### src/rtl/rs_pkg.sv
// Shared definitions for the RS(7,3) encoder over GF(8).
// Symbols travel in index form: 0 = zero, k in 1..7 = alpha^(k-1).
// Arithmetic uses polynomial form with primitive polynomial x^3 + x + 1.
package rs_pkg;

    localparam int SYM_W = 3;
    localparam int N     = 7;
    localparam int K     = 3;

    typedef logic [SYM_W-1:0] sym_t;

    // Generator g(x) = x^4 + a^3 x^3 + x^2 + a x + a^3, coefficients in index form
    localparam sym_t G3 = 3'd4;
    localparam sym_t G2 = 3'd1;
    localparam sym_t G1 = 3'd2;
    localparam sym_t G0 = 3'd4;

    typedef enum logic [1:0] {
        ENC_IDLE  = 2'd0,
        ENC_SHIFT = 2'd1,
        ENC_DONE  = 2'd2
    } enc_state_t;

    // Index form -> polynomial form
    function automatic sym_t idx2poly(input sym_t idx);
        sym_t p;
        case (idx)
            3'd0:    p = 3'b000;
            3'd1:    p = 3'b001;
            3'd2:    p = 3'b010;
            3'd3:    p = 3'b100;
            3'd4:    p = 3'b011;
            3'd5:    p = 3'b110;
            3'd6:    p = 3'b111;
            default: p = 3'b101;
        endcase
        return p;
    endfunction

    // Polynomial form -> index form
    function automatic sym_t poly2idx(input sym_t p);
        sym_t idx;
        case (p)
            3'b000:  idx = 3'd0;
            3'b001:  idx = 3'd1;
            3'b010:  idx = 3'd2;
            3'b100:  idx = 3'd3;
            3'b011:  idx = 3'd4;
            3'b110:  idx = 3'd5;
            3'b111:  idx = 3'd6;
            default: idx = 3'd7;
        endcase
        return idx;
    endfunction

    // Carry-less multiply of two polynomial-form symbols, reduced by x^3 + x + 1
    function automatic sym_t gf_mul_poly(input sym_t a, input sym_t b);
        logic [4:0] prod;
        prod = '0;
        for (int i = 0; i < 3; i++) begin
            if (b[i]) begin
                prod = prod ^ ({2'b00, a} << i);
            end
        end
        for (int k = 4; k >= 3; k--) begin
            if (prod[k]) begin
                prod = prod ^ (5'b01011 << (k - 3));
            end
        end
        return prod[2:0];
    endfunction

endpackage

### src/rtl/rs_enc_lfsr.sv
// Four-stage GF(8) parity LFSR for the RS(7,3) encoder.
// Registers r3..r0 hold polynomial-form values. Besides the register view,
// the post-shift values are exposed so the caller can capture the parity of
// the final symbol on the same edge that shifts it in.
module rs_enc_lfsr
    import rs_pkg::*;
(
    input  logic             clk,
    input  logic             rst_n_i,
    input  logic             clear_i,
    input  logic             shift_i,
    input  logic [SYM_W-1:0] sym_i,
    output logic [SYM_W-1:0] r3_o,
    output logic [SYM_W-1:0] r2_o,
    output logic [SYM_W-1:0] r1_o,
    output logic [SYM_W-1:0] r0_o,
    output logic [SYM_W-1:0] nxt3_o,
    output logic [SYM_W-1:0] nxt2_o,
    output logic [SYM_W-1:0] nxt1_o,
    output logic [SYM_W-1:0] nxt0_o
);

    sym_t r3_q, r2_q, r1_q, r0_q;
    sym_t r3_d, r2_d, r1_d, r0_d;
    sym_t fb;
    sym_t sh3, sh2, sh1, sh0;

    // Feedback and shifted values, then choose hold / clear / shift
    always_comb begin
        fb  = idx2poly(sym_i) ^ r3_q;
        sh3 = r2_q ^ gf_mul_poly(fb, idx2poly(G3));
        sh2 = r1_q ^ gf_mul_poly(fb, idx2poly(G2));
        sh1 = r0_q ^ gf_mul_poly(fb, idx2poly(G1));
        sh0 = gf_mul_poly(fb, idx2poly(G0));
        r3_d = r3_q;
        r2_d = r2_q;
        r1_d = r1_q;
        r0_d = r0_q;
        if (clear_i) begin
            r3_d = '0;
            r2_d = '0;
            r1_d = '0;
            r0_d = '0;
        end else if (shift_i) begin
            r3_d = sh3;
            r2_d = sh2;
            r1_d = sh1;
            r0_d = sh0;
        end
    end

    // Parity registers with synchronous active-low reset
    always_ff @(posedge clk) begin
        if (!rst_n_i) begin
            r3_q <= '0;
            r2_q <= '0;
            r1_q <= '0;
            r0_q <= '0;
        end else begin
            r3_q <= r3_d;
            r2_q <= r2_d;
            r1_q <= r1_d;
            r0_q <= r0_d;
        end
    end

    assign r3_o   = r3_q;
    assign r2_o   = r2_q;
    assign r1_o   = r1_q;
    assign r0_o   = r0_q;
    assign nxt3_o = sh3;
    assign nxt2_o = sh2;
    assign nxt1_o = sh1;
    assign nxt0_o = sh0;

endmodule

### src/rtl/rs_encoder.sv
// Systematic RS(7,3) encoder over GF(8) with valid/ready on both sides.
// One message symbol enters the parity LFSR per clock (m2, m1, m0); the
// codeword {m2,m1,m0,p3,p2,p1,p0} is registered on the edge that shifts m0.
// Optional build macro RS_ENC_ERR_INJECT_EN adds inj_en/inj_pos/inj_sym to
// overwrite one codeword symbol when the codeword is captured.
module rs_encoder
    import rs_pkg::*;
(
    input  logic                 clk,
    input  logic                 reset,
    input  logic                 in_valid,
    output logic                 in_ready,
    input  logic [K*SYM_W-1:0]   msg,
    output logic                 out_valid,
    input  logic                 out_ready,
    output logic [N*SYM_W-1:0]   codeword
`ifdef RS_ENC_ERR_INJECT_EN
    ,
    input  logic                 inj_en,
    input  logic [2:0]           inj_pos,
    input  logic [SYM_W-1:0]     inj_sym
`endif
);

    enc_state_t             state_q, state_d;
    logic [1:0]             cnt_q, cnt_d;
    logic [K*SYM_W-1:0]     msg_q, msg_d;
    logic [N*SYM_W-1:0]     codeword_q, codeword_d;

    logic                   lfsr_clear;
    logic                   lfsr_shift;
    sym_t                   lfsr_sym;
    sym_t                   r3, r2, r1, r0;
    sym_t                   nxt3, nxt2, nxt1, nxt0;
    logic [N*SYM_W-1:0]     clean_cw;
    logic [N*SYM_W-1:0]     final_cw;

    rs_enc_lfsr u_lfsr (
        .clk     (clk),
        .rst_n_i (reset),
        .clear_i (lfsr_clear),
        .shift_i (lfsr_shift),
        .sym_i   (lfsr_sym),
        .r3_o    (r3),
        .r2_o    (r2),
        .r1_o    (r1),
        .r0_o    (r0),
        .nxt3_o  (nxt3),
        .nxt2_o  (nxt2),
        .nxt1_o  (nxt1),
        .nxt0_o  (nxt0)
    );

    // The register view is not needed here: parity is taken from the
    // post-shift values so it lands on the same edge as the last symbol.
    logic unused_lfsr_regs;
    assign unused_lfsr_regs = ^{r3, r2, r1, r0};

    // Message symbol fed this cycle: highest degree first
    always_comb begin
        case (cnt_q)
            2'd0:    lfsr_sym = msg_q[8:6];
            2'd1:    lfsr_sym = msg_q[5:3];
            default: lfsr_sym = msg_q[2:0];
        endcase
    end

    assign clean_cw = {msg_q, poly2idx(nxt3), poly2idx(nxt2),
                       poly2idx(nxt1), poly2idx(nxt0)};

`ifdef RS_ENC_ERR_INJECT_EN
    // Per-position symbol replacement; inj_pos = 7 matches nothing
    for (genvar gi = 0; gi < N; gi++) begin : g_inject
        assign final_cw[gi*SYM_W +: SYM_W] =
            (inj_en && (inj_pos == 3'(gi))) ? inj_sym
                                            : clean_cw[gi*SYM_W +: SYM_W];
    end
`else
    assign final_cw = clean_cw;
`endif

    // Next-state and control decode for IDLE -> SHIFT -> DONE
    always_comb begin
        state_d    = state_q;
        cnt_d      = cnt_q;
        msg_d      = msg_q;
        codeword_d = codeword_q;
        lfsr_clear = 1'b0;
        lfsr_shift = 1'b0;
        case (state_q)
            ENC_IDLE: begin
                if (in_valid) begin
                    msg_d      = msg;
                    cnt_d      = 2'd0;
                    lfsr_clear = 1'b1;
                    state_d    = ENC_SHIFT;
                end
            end
            ENC_SHIFT: begin
                lfsr_shift = 1'b1;
                cnt_d      = cnt_q + 2'd1;
                if (cnt_q == 2'd2) begin
                    codeword_d = final_cw;
                    cnt_d      = 2'd0;
                    state_d    = ENC_DONE;
                end
            end
            ENC_DONE: begin
                if (out_ready) begin
                    state_d = ENC_IDLE;
                end
            end
            default: begin
                state_d = ENC_IDLE;
            end
        endcase
    end

    // State, counter, message latch and codeword with synchronous active-low reset
    always_ff @(posedge clk) begin
        if (!reset) begin
            state_q    <= ENC_IDLE;
            cnt_q      <= '0;
            msg_q      <= '0;
            codeword_q <= '0;
        end else begin
            state_q    <= state_d;
            cnt_q      <= cnt_d;
            msg_q      <= msg_d;
            codeword_q <= codeword_d;
        end
    end

    assign in_ready  = (state_q == ENC_IDLE);
    assign out_valid = (state_q == ENC_DONE);
    assign codeword  = codeword_q;

endmodule

### config.mk
export PLATFORM = sky130hd
export DESIGN_NAME = rs_encoder
export DESIGN_NICKNAME = d
export VERILOG_FILES = /design/src/rtl/rs_pkg.sv /design/src/rtl/rs_enc_lfsr.sv /design/src/rtl/rs_encoder.sv
export SDC_FILE = /design/constraint.sdc
export NUM_CORES = 1
export LEC_CHECK = 0
export ABC_CLOCK_PERIOD_IN_PS = 1900
export CORE_MARGIN = 8
export CORE_UTILIZATION = 40
export DETAILED_ROUTE_END_ITERATION = 10
export GPL_ROUTABILITY_DRIVEN = 1
export REMOVE_ABC_BUFFERS = 1
export SYNTH_ARGS = -nofsm -noshare
export SYNTH_HDL_FRONTEND = slang
export SYNTH_SLANG_ARGS = --single-unit
### constraint.sdc
create_clock -name clk -period 1.9 [get_ports clk]
set_input_delay 0.38 -clock clk [delete_from_list [all_inputs] [get_ports clk]]
set_output_delay 0.38 -clock clk [all_outputs]
set_load 0.02 [all_outputs]
# ---- After elaboration in Yosys (flattened, before gate mapping)
# Index checks and enable logic that the tools add are counted.
dict set report totals {
  ramBits 0
  mem_bits_ro 0
  latch_bits 0
  ff_bits 46
  out_inout_bits 23
  n_memories 0
  in_bits 13
  elab_cells 87
}
dict set report op_classes {
  n_div 0
  addsub 1
  n_reduce_logical 13
  magnitude_cmp 0
  muxes 19
  eq_ne 37
  shifts 0
  mul 0
  bitwise_logic 9
}
# op count
set op_table {}
lappend op_table {{case mux 3 bit (7 select lines)} 5}
lappend op_table {{equality test 3 bit, second input constant} 15}
lappend op_table {{equality test 3 x 2 -> 1 bit, second input constant} 10}
lappend op_table {{equality test 3 x 1 -> 1 bit, second input constant} 5}
lappend op_table {{logical NOT 3 bit} 5}
lappend op_table {{two-way mux 2 bit} 7}
lappend op_table {{bitwise XOR 3 bit} 4}
lappend op_table {{NOT 2 bit} 3}
lappend op_table {{case mux 2 bit (3 select lines)} 1}
lappend op_table {{case mux 3 bit (2 select lines)} 1}
lappend op_table {{AND reduction 2 bit} 3}
lappend op_table {{equality test 2 x 1 -> 1 bit, second input constant} 2}
lappend op_table {{equality test 2 bit, second input constant} 2}
lappend op_table {{logical NOT 2 bit} 2}
lappend op_table {{!= test 2 bit, second input constant} 2}
lappend op_table {{case mux 2 bit (2 select lines)} 1}
lappend op_table {{bitwise XOR 3 x 4 -> 4 bit} 1}
lappend op_table {{two-way mux 1 bit} 3}
lappend op_table {{two-way mux 3 bit} 1}
lappend op_table {{AND reduction 3 bit} 1}
lappend op_table {{adder 2 x 1 -> 2 bit, second input constant} 1}
lappend op_table {{!= test 2 x 1 -> 1 bit, second input constant} 1}
lappend op_table {{nonzero test 2 bit} 1}
lappend op_table {{OR reduction 2 bit} 1}
lappend op_table {{NOT 1 bit} 1}

# ---- Logic depth before layout (Yosys ltp)
# Gate-level depths: netlist of the first run.
dict set report logic_depth {
  word_depth 13
  ltp_mapped 8
  depth_no_buf 7
}

# ---- By module
# From an unflattened synthesis of the first run, not the netlist that was laid out.
dict set report hier_totals {
  cells_unflattened 263
  area_unflattened_um2 2533.7
}
# module cells_per_inst seq_area_each_um2 area_each_um2 instances
set by_module_without_submodules {}
lappend by_module_without_submodules {rs_encoder 165 680.7 1604.0 1}
lappend by_module_without_submodules {rs_enc_lfsr 98 240.2 929.6 1}

# ---- Worst setup path before layout of the first run
# Ideal clock, no wire load.
dict set report synth_path {
  path_type {reg-to-reg}
  from {reg cnt_q[0]}
  to {reg codeword_q[3] (netlist: codeword[3])}
  t_arrival_ps 2022
  path_buffers 1
  setup_slack_ps -191
  required_time_ps 1831
  setup_ps 69
  stages_incl_launch_ff 9
  path_cell_list {dfxtp_1 -> buf_6 -> mux2_4 -> mux2i_4 -> mux2i_1 -> xor3_1 -> nand2_1 -> a21bo_2 -> o21ai_1}
}
dict set report synth_via {
  elab_chain_cells 10
  elab_cells_between_ends 25
  cone_classes {eq/ne: 14; mux: 4; bitwise: 3; reduce/logical: 4}
}
# item line_no
set synth_lines {}
lappend synth_lines {{from (decl)} rs_encoder.sv:26} ;# logic [1:0] cnt_q, cnt_d;
lappend synth_lines {{from (signal assigned)} rs_encoder.sv:128} ;# cnt_q <= cnt_d;
lappend synth_lines {{equality test 2 x 1 -> 1 bit or logical NOT 2 bit (tied branches)} rs_encoder.sv:61} ;# case (cnt_q)
lappend synth_lines {{case mux 3 bit (2 select lines)} rs_encoder.sv:61}
lappend synth_lines {{equality test 3 bit, or another cell as far along} rs_pkg.sv:27} ;# case (idx)
lappend synth_lines {{case mux 3 bit (7 select lines)} rs_pkg.sv:27}
lappend synth_lines {{bitwise XOR 3 bit} rs_enc_lfsr.sv:30} ;# fb = idx2poly(sym_i) ^ r3_q;
lappend synth_lines {{NOT 2 bit (no source line)} -}
lappend synth_lines {{two-way mux 2 bit} rs_pkg.sv:66} ;# if (prod[k]) begin
lappend synth_lines {{bitwise XOR 3 bit} rs_enc_lfsr.sv:33} ;# sh1 = r0_q ^ gf_mul_poly(fb, idx2poly(G1));
lappend synth_lines {{equality test 3 bit, or another cell as far along} rs_pkg.sv:43} ;# case (p)
lappend synth_lines {{case mux 3 bit (7 select lines)} rs_pkg.sv:43}
lappend synth_lines {{to (signal assigned)} rs_encoder.sv:130} ;# codeword_q <= codeword_d;
lappend synth_lines {{to (decl)} rs_encoder.sv:28} ;# logic [N*SYM_W-1:0] codeword_q, codeword_d;
# Parallel ways exist; a longest one is shown, timed or not.
# A chain may end at the register's enable or synchronous reset.

# ---- Worst setup path after layout of the first run
dict set report layout_path {
  from {reg cnt_q[0]}
  to {reg codeword_q[5] (netlist: codeword[5])}
}
# Same word-level chain as after synthesis.

==> metrics, run 1 <==
status=complete, but fails checks; failing checks=setup timing; worst setup slack after layout=-0.188 ns; Area Growth Syn to Fin=43.9%; worst skew pair latency=0.31 ns; # setup viols final=18; CTS Buffer Depth=2; post-placement cell count=390; #FFs+latches synth=46; vias per std cell=4.84; NumNets Final=343; Post-synth EDFFs=0; I/O pin count=36; PortBufs=35; CTS root buffer=clkbuf_8; Crit Path Max Fanout=4; clock sinks=46; global-route wire length before repair=9570 µm; Critical Path Slowest Stage Cell=dfxtp_4; Final Hold Vio Count=0; CP peak stage delay=0.38 ns; post-route cell area=3210 µm²; DRC=0; final core utilization=59.1%; top area cells in the synthesized netlist=dfxtp_1 (41%), nand2_1 (11%), a21oi_1 (7.8%), xnor2_1 (5.9%), xor3_1 (3.2%); Synth async-reset ratio=0%; gr ovfl total=0; Post-synth top flop=dfxtp_1; Setup Crit Path Kind=flip-flop to flip-flop; initial DRC count=50; width of the die=90.7 µm; Hold WC Path Type=flip-flop to flip-flop; PwrDens=798 nW/µm²; Fin Hold WS=0.460 ns; largest net degree at the start of global routing=25; Power, Total=2.56 mW; Crit. End Element=flip-flop; worst min-delay path endpoint=codeword[13]; peak supply drop=0.384 mV; die area=8230 µm²; drt pass-1 iters=4; critical path launch point type=flip-flop; drt total wl=5670 µm; hold_sp=codeword[13]; most frequent cells after synthesis=nand2_1 (63), dfxtp_1 (46), a21oi_1 (35); Setup TNS=-1.52 ns; count of cell types in the netlist=39; maxcap violations=0; CTS Hold Buffers Added=0; GRT Total Usage=14.3%; slew margin rel.=70.8%; Post-DP Area=2920 µm²; Routed wire per std cell=14.1 µm; Final period util=110%; # rows=27; top-count cell post-synth=nand2_1; Top cell by count, worst path=buf_4; Post-Layout Cell Count=403; Tmin final=2.09 ns; largest area contributor in the netlist=dfxtp_1; register area share after synthesis=41.3%; Die Height=90.7 µm; DP HPWL=4090 µm; GPL Wtd Cong=0.777; clk slew on worst S/H paths=0.09 ns; Required @ worst endpoint=2.09 ns; Routed Antenna Nets=0; Worst Path Arrival=2.28 ns; Reg2Reg Launch Point=cnt_q[0]; CTS tree=done; flop2flop setup slack=-0.19 ns; Initial Util=41.0%; worst-margin pin slew=0.436 ns; initial antenna violation count=0; H-tree Lvls=2; leakage power=1.26 nW; pre-CTS setup slack=-0.227 ns; fmax=479 MHz; RSZ-0062 raised after global routing=true; hold path cells=2; r2r endpoint=codeword[5]; layout cell share with drive strength beyond 1=28.4%; vias in the first global route=2044; average cell area after synthesis=8.62 µm²; Clock Skews=0.00806 ns; ANT cells=0; Ys Warns=0; Mapped Cells=259; CP cell instances=mux2_4, mux2i_4, mux2i_1, buf_4, xor3_2, buf_4, o21bai_1, a31oi_1; CTS buffer count=5; vias after detailed routing=1950; mapped cell area=2230 µm²; total core area=5440 µm²; Max Slew Vio Count=0; area share of the leading cell type in the synthesized netlist=41.3%; FF-to-FF path depth=8
==> cell type report <==
cell class	count	area [µm²]
sequential	46	926
inverter	1	3.75
tap	72	90.1
fill	512	2230
timing repair buffer	81	724
clock inverter	3	45.0
clock buffer	5	68.8
multi-input combinational	195	1360
==> where the power goes <==
group	leakage [nW]	switching (mW)	internal, mW
Combinational	0.836	0.367	0.436
Sequential	0.374	0.0304	0.997
Clock	0.0504	0.343	0.391
==> repair_timing <==
item / 4_1_cts / 5_1_grt
pin swaps: 9 / 8
endpoints found under the hold margin: 0 / 0
buffers inserted: 2 / 3
resized for setup: 13 / 24
setup endpoints to repair: 20 / 26
==> registers in the layout, indices dropped and copies added, names as in the netlist <==
name / flops
cnt_q: 2
codeword: 21
msg_q: 9
state_q: 2
u_lfsr.r0_o: 3
u_lfsr.r1_o: 3
u_lfsr.r2_o: 3
u_lfsr.r3_o: 3
==> worst max path at each step <==
stage	from	end	slack (ns)	cells after the start
floorplan	cnt_q[0]	codeword[3]	-0.23	7
global placement	cnt_q[0]	codeword[10]	-0.18	8
detailed placement	cnt_q[0]	codeword[9]	-0.23	7
CTS	cnt_q[0]	codeword[3]	-0.16	8
global route	cnt_q[0]	codeword[3]	-0.27	8
finish	cnt_q[0]	codeword[5]	-0.19	8
==> worst max-delay path, delay by kind of cell (launching register included) <==
family          cells  cell delay, ns
compound gates      2            0.23
xor+xnor            1            0.31
buf+inv             2            0.32
flops               1            0.38
mux                 3            0.74
==> placed cells by master (no fill, tap or decap), types with 4 or more instances in the layout <==
| cell | count |
|---|---|
| a211oi_2 | 4 |
| a21oi_1 | 30 |
| a21oi_2 | 5 |
| buf_4 | 42 |
| clkbuf_8 | 5 |
| clkdlybuf4s50_1 | 33 |
| dfxtp_1 | 44 |
| mux2i_1 | 5 |
| nand2_1 | 60 |
| nand3_1 | 4 |
| nor2_1 | 15 |
| o21ai_0 | 8 |
| xnor2_1 | 8 |
| xnor2_2 | 7 |
| xor2_2 | 4 |
==> routing by layer <==
metal / part of all wire [%] / up-vias / GRT usage [%] / wire length (µm)
met5: 0 / - / 0 / 0
met4: 1.5 / 0 / 4.30 / 85
met3: 4.7 / 9 / 4.99 / 267
met2: 50 / 30 / 25.2 / 2860
met1: 43 / 915 / 15.6 / 2460
li1: - / 996 / - / -
==> logic make-up (layout without fill, tap and decap cells) <==
kind of cell	after synthesis	in the layout	share of synthesized area, %
compound gates	61	61	15.8
xor+xnor	28	28	16.0
fa+ha+maj	1	1	0.616
buf+inv	18	90	3.64
flops	46	46	41.3
mux	8	8	4.60
simple gates	97	97	18.1
No activity file was read; power rests on OpenSTA's default activity.
==> run 2: changes to the inputs <==
--- a/config.mk
+++ b/config.mk
@@ -13,4 +13,5 @@
 export REMOVE_ABC_BUFFERS = 1
 export SYNTH_ARGS = -nofsm -noshare
 export SYNTH_HDL_FRONTEND = slang
+export SYNTH_HIERARCHICAL = 1
 export SYNTH_SLANG_ARGS = --single-unit
==> run 2 against run 1 <==
- the flow still finishes with violations (setup timing)
- synthesized area rose by 14%
- setup slack gained 0.022 ns
- via count up 3.8%
- combinational power up 25%
- global-route usage shrank 0.84 points
- sequential cell count is the same
- non-clock buffer count shrank 1
- routed wire length rose by 4.9%
- sequential share of layout area shrank 2.7 points
- utilization down 2.2 points
- register-to-register slack better by 0.02 ns
- clock power shrank 13%
==> metrics, run 2 <==
status=complete, but fails checks; failing checks=setup timing; peak supply drop=0.439 mV (+14%); RSZ-0062 raised after global routing=true; pre-CTS setup slack=-0.357 ns (-0.130 ns); Worst Path Arrival=2.27 ns (about the same); Gate power share=37.6% (+6.3 points); most frequent cells after synthesis=dfxtp_1 (46), nand2_1 (24), nor2b_1 (19); fmax=484 MHz (+1.1%); H-tree Lvls=2 (unchanged); top-count cell post-synth=dfxtp_1; Hold WC Path Type=flip-flop to flip-flop; area share of the leading cell type in the synthesized netlist=36.3% (-4.9 points); PwrDens=752 nW/µm² (-5.8%); Routed wire per std cell=14.5 µm (+3.4%); Max Slew Vio Count=0 (unchanged); worst setup slack after layout=-0.166 ns (+0.0224 ns); CTS tree=done; ANT cells=0 (unchanged); PortBufs=35 (unchanged); Required @ worst endpoint=2.11 ns (+0.02 ns); DRC=0 (unchanged); Initial Util=40.6% (-0.44 points); slew margin rel.=70.0% (-0.76 points); drt total wl=5950 µm (+4.9%); CTS Hold Buffers Added=0 (unchanged); post-route cell area=3550 µm² (+10%); largest net degree at the start of global routing=35 (+40%); Psw=824 µW (+11%); Final period util=109% (-1.2 points); vias per std cell=4.95 (+2.3%); width of the die=95.6 µm (+5.4%); Tmin final=2.07 ns (-0.0224 ns); average cell area after synthesis=9.63 µm² (+12%); Routed Antenna Nets=0 (unchanged); worst skew pair latency=0.31 ns (about the same); leakage power=1.40 nW (+11%); clock network power share=23.8% (-4.8 points); GPL Wtd Cong=0.823 (+5.9%); most common cell after layout, fill and taps aside=dfxtp_1; Largest register FFs=21 (unchanged); CTS root buffer=clkbuf_8; initial antenna violation count=0 (unchanged); initial DRC count=41 (-18%); Post-synth EDFFs=0 (unchanged); vias after detailed routing=2024 (+3.8%); Setup TNS=-1.34 ns (+0.182 ns); Clock Skews=0.0153 ns (+0.00724 ns); Crit Path Max Fanout=5 (+1); Crit. End Element=flip-flop; clk slew on worst S/H paths=0.10 ns (about the same); Multi-input gate area=1660 µm² (+22%); NumNets Final=344 (+0.29%); Post-Layout Cell Count=409 (+1.5%); Post-DP Area=3120 µm² (+7.2%); top area cells in the synthesized netlist=dfxtp_1 (36%), mux2i_1 (5.9%), xnor2_1 (5.2%), nor2b_1 (4.7%), a21boi_2 (4.0%); drt pass-1 iters=5 (+1); I/O pin count=36 (unchanged); Die Height=95.6 µm (+5.4%); total core area=6240 µm² (+15%); # rows=29 (+7.4%); Ys Warns=6 (+6); Pint=1.85 mW (+1.2%); worst-margin pin slew=0.447 ns (+0.0110 ns); die area=9140 µm² (+11%); largest area contributor in the netlist=dfxtp_1; CTS buffer count=5 (unchanged); #FFs+latches synth=46 (unchanged); Flop pwr share=38.5% (-1.6 points); fill cell count=579 (+13%); register area share after synthesis=36.3% (-4.9 points); Area Growth Syn to Fin=40.1%; post-placement cell count=394 (+1.0%); vias in the first global route=2063 (+0.93%); CTS Buffer Depth=2 (unchanged); Final Hold Vio Count=0 (unchanged); layout cell share with drive strength beyond 1=36.7% (+8.3 points); DP HPWL=4050 µm (-0.97%); Sequential cell area=926 µm² (unchanged); critical path launch point type=flip-flop; Post-synth top flop=dfxtp_1; global-route wire length before repair=9800 µm (+2.4%); GRT Total Usage=13.4% (-0.84 points); maxcap violations=0 (unchanged); gr ovfl total=0 (unchanged); sw frac=30.9% (+2.0 points); # setup viols final=14 (-4); Setup Crit Path Kind=flip-flop to flip-flop; mapped cell area=2530 µm² (+14%); Mapped Cells=263 (+1.5%); clock sinks=46 (unchanged); Synth async-reset ratio=0% (unchanged); count of cell types in the netlist=49 (+26%); most frequent cells in the layout=dfxtp_1 (44), clkdlybuf4s50_1 (34), buf_4 (33)
## run 2: path summary, 6_finish.rpt
check / startpoint / endpoint / slack (ns) / cells past startpoint
max reg2reg: cnt_q[0] / codeword[10] / -0.17 / 11
min: u_lfsr/r0_o[0] / u_lfsr/r0_o[0] / 0.46 / 2
max: cnt_q[0] / codeword[10] / -0.17 / 11
min reg2reg: u_lfsr/r0_o[0] / u_lfsr/r0_o[0] / 0.46 / 2
## run 2: worst max-delay path, stage by stage (launching register included)
cell	delay (ns)
dfxtp_4	0.38
buf_6	0.11
mux2i_4	0.21
o21ai_2	0.08
buf_6	0.15
buf_6	0.12
a21oi_4	0.20
xnor2_4	0.16
xnor2_2	0.17
nor2b_4	0.20
xnor2_2	0.12
a21oi_2	0.07
## run 2: cell families after synthesis
| kind of cell | count (synthesis) | share of synthesized area, % |
|---|---|---|
| adder cells (fa/ha/maj) | 1 | 0.395 |
| XOR/XNOR | 23 | 11.7 |
| AO/OA/AOI/OAI | 60 | 17.1 |
| flip-flops | 46 | 36.3 |
| buffers and inverters | 27 | 7.26 |
| AND/OR/NAND/NOR | 91 | 21.3 |
| multiplexers | 15 | 5.93 |
## run 2: timing repair
action                                  CTS  global route
cloned                                    1             0
resized for setup                        54            16
buffers inserted                          6             2
endpoints found under the setup margin   20            20
pin swaps                                21            14
endpoints found under the hold margin     0             0
## run 2: power groups by stage
stage	Combinational (mW)	Clock [mW]	Sequential, mW
floorplan	0.442	0	1.05
global placement	0.710	0	1.05
detailed placement	0.718	0	1.05
CTS	0.927	0.650	1.03
global route	1.08	0.689	1.03
finish	1.00	0.637	1.03
## run 2: routing by layer
metal | GRT usage (%) | vias to the layer above | wire, µm
li1 | - | 1031 | -
met1 | 16.1 | 939 | 2670
met2 | 22.9 | 44 | 2860
met3 | 3.31 | 10 | 299
met4 | 4.48 | 0 | 114
met5 | 0 | - | 0
## run 2: cell type report
class                           instances  area share, %
Multi-Input combinational cell        190           46.7
Tap cell                               77           2.71
Inverter                                8          0.846
Timing Repair Buffer                   80           20.9
Sequential cell                        46           26.1
Clock buffer                            6           2.33
Clock inverter                          2          0.352
## run 2: through the flow
step	util [%]	power, mW	hold WS, ns
detailed placement	50.1	1.77	0.456
global route	56.9	2.80	0.486
global placement	50.1	1.76	0.451
finish	56.9	2.67	0.465
floorplan	-	1.49	0.446
CTS	55.3	2.60	0.466
==> run 3: changes to the inputs <==
--- a/config.mk
+++ b/config.mk
@@ -5,6 +5,7 @@
 export SDC_FILE = /design/constraint.sdc
 export NUM_CORES = 1
 export LEC_CHECK = 0
+export ABC_AREA = 1
 export ABC_CLOCK_PERIOD_IN_PS = 1900
 export CORE_MARGIN = 8
 export CORE_UTILIZATION = 40
==> run 3 against run 2 <==
- routed wire length rose by 2.2%
- critical path depth up 5
- global-route usage barely moved
- the flow still finishes with violations (setup timing)
- total power grew 23%
- first-iteration DRC count increased to 3.4 times the previous value
- combinational power is 46% higher
- sequential power rose by 5%
- final area decreased by 2.4%
- sequential cell count unchanged
==> metrics, run 3 <==
# setup viols final=15 (+1); Max Slew Vio Count=0 (unchanged); vias in the first global route=2071 (+0.39%); GPL Wtd Cong=0.913 (+11%); Final period util=110% (+1.7 points); Post-synth top flop=dfxtp_1; worst skew pair latency=0.30 ns (about the same); Post-synth EDFFs=0 (unchanged); top area cells in the synthesized netlist=dfxtp_1 (39%), nand2_1 (12%), nor2_1 (10%), inv_1 (5.9%), o21ai_0 (5.8%); global-route wire length before repair=9510 µm (-3.0%); worst setup slack after layout=-0.198 ns (-0.0327 ns); CP peak stage delay=0.39 ns (about the same); Routed Antenna Nets=0 (unchanged); fmax=477 MHz (-1.6%); DRC=0 (unchanged); count of cell types in the netlist=23 (-53%); top-count cell post-synth=nand2_1; layout cell share with drive strength beyond 1=31.2% (-5.5 points); largest area contributor in the netlist=dfxtp_1; peak supply drop=0.468 mV (+6.5%); most frequent cells in the layout=nor2_1 (62), nand2_1 (49), dfxtp_1 (44); Ys Warns=6 (unchanged); drt pass-1 iters=6 (+1); Fin Hold WS=0.489 ns (+0.0247 ns); PwrDens=945 nW/µm² (+26%); Routed wire per std cell=12.5 µm (-14%); initial DRC count=141 (+240%); Top Family by Delay on Critical Path=simple AND/OR/NAND/NOR gates; gr ovfl total=0 (unchanged); maxcap violations=0 (unchanged); H-tree Lvls=2 (unchanged); worst-margin pin slew=0.368 ns (-0.0788 ns); RSZ-0062 raised after global routing=true; initial antenna violation count=0 (unchanged); vias per std cell=4.67 (-5.5%); fill cell count=529 (-8.6%); mapped cell area=2340 µm² (-7.8%); Tmin final=2.10 ns (+0.0327 ns); critical path launch point type=flip-flop; clk slew on worst S/H paths=0.10 ns (about the same); average cell area after synthesis=6.83 µm² (-29%); total core area=5780 µm² (-7.4%); DP HPWL=4180 µm (+3.2%); # rows=28 (-3.4%); area share of the leading cell type in the synthesized netlist=39.4% (+3.1 points); vias after detailed routing=2267 (+12%); failing checks=setup timing; CTS root buffer=clkbuf_8; most frequent cells after synthesis=nand2_1 (72), nor2_1 (64), dfxtp_1 (46); CTS tree=done; Largest register FFs=21 (unchanged); width of the die=92.4 µm (-3.3%); die area=8540 µm² (-6.5%); Worst Path Arrival=2.29 ns (+0.02 ns); Mapped Cells=342 (+30%); clock sinks=46 (unchanged); largest net degree at the start of global routing=27 (-23%); slew margin rel.=75.4% (+5.4 points); Crit Path Max Fanout=4 (-1); Clock Skews=0.00881 ns (-0.00649 ns); GRT Total Usage=13.4% (about the same); Die Height=92.4 µm (-3.3%); most common cell after layout, fill and taps aside=nor2_1; NumNets Final=422 (+23%); leakage power=1.60 nW (+15%); Synth async-reset ratio=0% (unchanged); drt total wl=6080 µm (+2.2%); Setup Crit Path Kind=flip-flop to flip-flop; status=complete, but fails checks; CP cell instances=inv_4, nor2_4, nand2_2, nand3_4, nand2_4, nand2_4, nand2_4, nand2_2, nand2_4, nand2_2, nand3_1, nand3_2, nand2_2, or2_2, nand2_1, a21oi_1; I/O pin count=36 (unchanged); Required @ worst endpoint=2.09 ns (-0.02 ns); Critical Path Slowest Stage Cell=dfxtp_4; CTS buffer count=5 (unchanged); ANT cells=0 (unchanged); Critical path buffers and inverters=1 (-2); Hold WC Path Type=flip-flop to flip-flop; Final Hold Vio Count=0 (unchanged); CTS Buffer Depth=2 (unchanged); Initial Util=40.4% (-0.19 points); PortBufs=35 (unchanged); #FFs+latches synth=46 (unchanged); register area share after synthesis=39.4% (+3.1 points); Area Growth Syn to Fin=48.4%; Crit. End Element=flip-flop; CTS Hold Buffers Added=0 (unchanged); final core utilization=60.0% (+3.1 points)
## run 3: cell count changes in the layout (fill, tap and decap cells not counted), moves of 10 or more
cell | before | now
nor2_1 | 6 | 62
inv_1 | 1 | 32
nand2_1 | 24 | 49
nand2_2 | 3 | 20
nand2_4 | 0 | 16
nor2b_1 | 16 | 0
mux2i_1 | 13 | 0
o21ai_0 | 12 | 23
o21ai_1 | 2 | 13
nand2b_1 | 10 | 0
xnor2_2 | 10 | 0
## run 3: area by class of cell
class / count / area [µm²] / area share [%]
Tap cell: 75 / 93.8 / 2.71
Clock inverter: 3 / 45.0 / 1.30
Timing Repair Buffer: 70 / 619 / 17.9
Sequential cell: 46 / 928 / 26.8
Inverter: 45 / 184 / 5.31
Multi-Input combinational cell: 241 / 1530 / 44.0
Clock buffer: 5 / 68.8 / 1.99
## run 3: report_power, final
| part | switching, mW | internal [mW] | total (mW) |
|---|---|---|---|
| Combinational | 0.804 | 0.653 | 1.46 |
| Clock | 0.350 | 0.392 | 0.742 |
| Sequential | 0.0543 | 1.02 | 1.08 |
| Total | 1.21 | 2.07 | 3.28 |
## run 3: timing repair
item / in CTS / in global routing
gates resized for setup: 26 / 67
setup buffers: 3 / 5
setup endpoints to repair: 20 / 22
pin swaps: 16 / 28
## run 3: metrics by stage
stage	cells	area [µm²]	power, mW	setup slack (ns)	TNS (ns)
floorplan	332	2260	1.77	-0.161	-0.426
global placement	470	2920	2.16	-0.225	-2.22
detailed placement	470	2920	2.17	-0.283	-2.89
CTS	481	3140	3.00	-0.139	-1.43
global route	485	3470	3.49	-0.333	-4.02
finish	485	3470	3.28	-0.198	-1.74
## run 3: cells by family (layout without fill, tap and decap cells)
group / Yosys count / count (layout) / share of synthesized area (%)
AND/OR/NAND/NOR: 179 / 179 / 34.7
buffers and inverters: 55 / 123 / 10.4
AO/OA/AOI/OAI: 54 / 54 / 11.6
flip-flops: 46 / 46 / 39.4
XOR/XNOR: 8 / 8 / 3.96
## run 3: per-layer routing
metal  track usage, %  wire length (µm)  vias to the layer above
met5                0                 0                        -
met4             4.56                59                        0
met3             2.75               345                        6
met2             21.8              2950                       55
met1             17.3              2720                     1025
li1                 -                 -                     1181
## run 3: worst paths after layout
| check | slack, ns | depth (start not counted) | end | start |
|---|---|---|---|---|
| worst max-delay path | -0.20 | 16 | codeword[10] | cnt_q[0] |
| worst min register to register | 0.49 | 2 | codeword[19] | codeword[19] |
| worst min-delay path | 0.49 | 2 | codeword[19] | codeword[19] |
| worst max register to register | -0.20 | 16 | codeword[10] | cnt_q[0] |
## run 3: worst reg2reg max path, delay by kind of cell, from the launching register on
| family | cells | cell delay [ns] |
|---|---|---|
| compound gates | 1 | 0.05 |
| simple gates | 14 | 1.51 |
| buf+inv | 1 | 0.04 |
| flops | 1 | 0.39 |
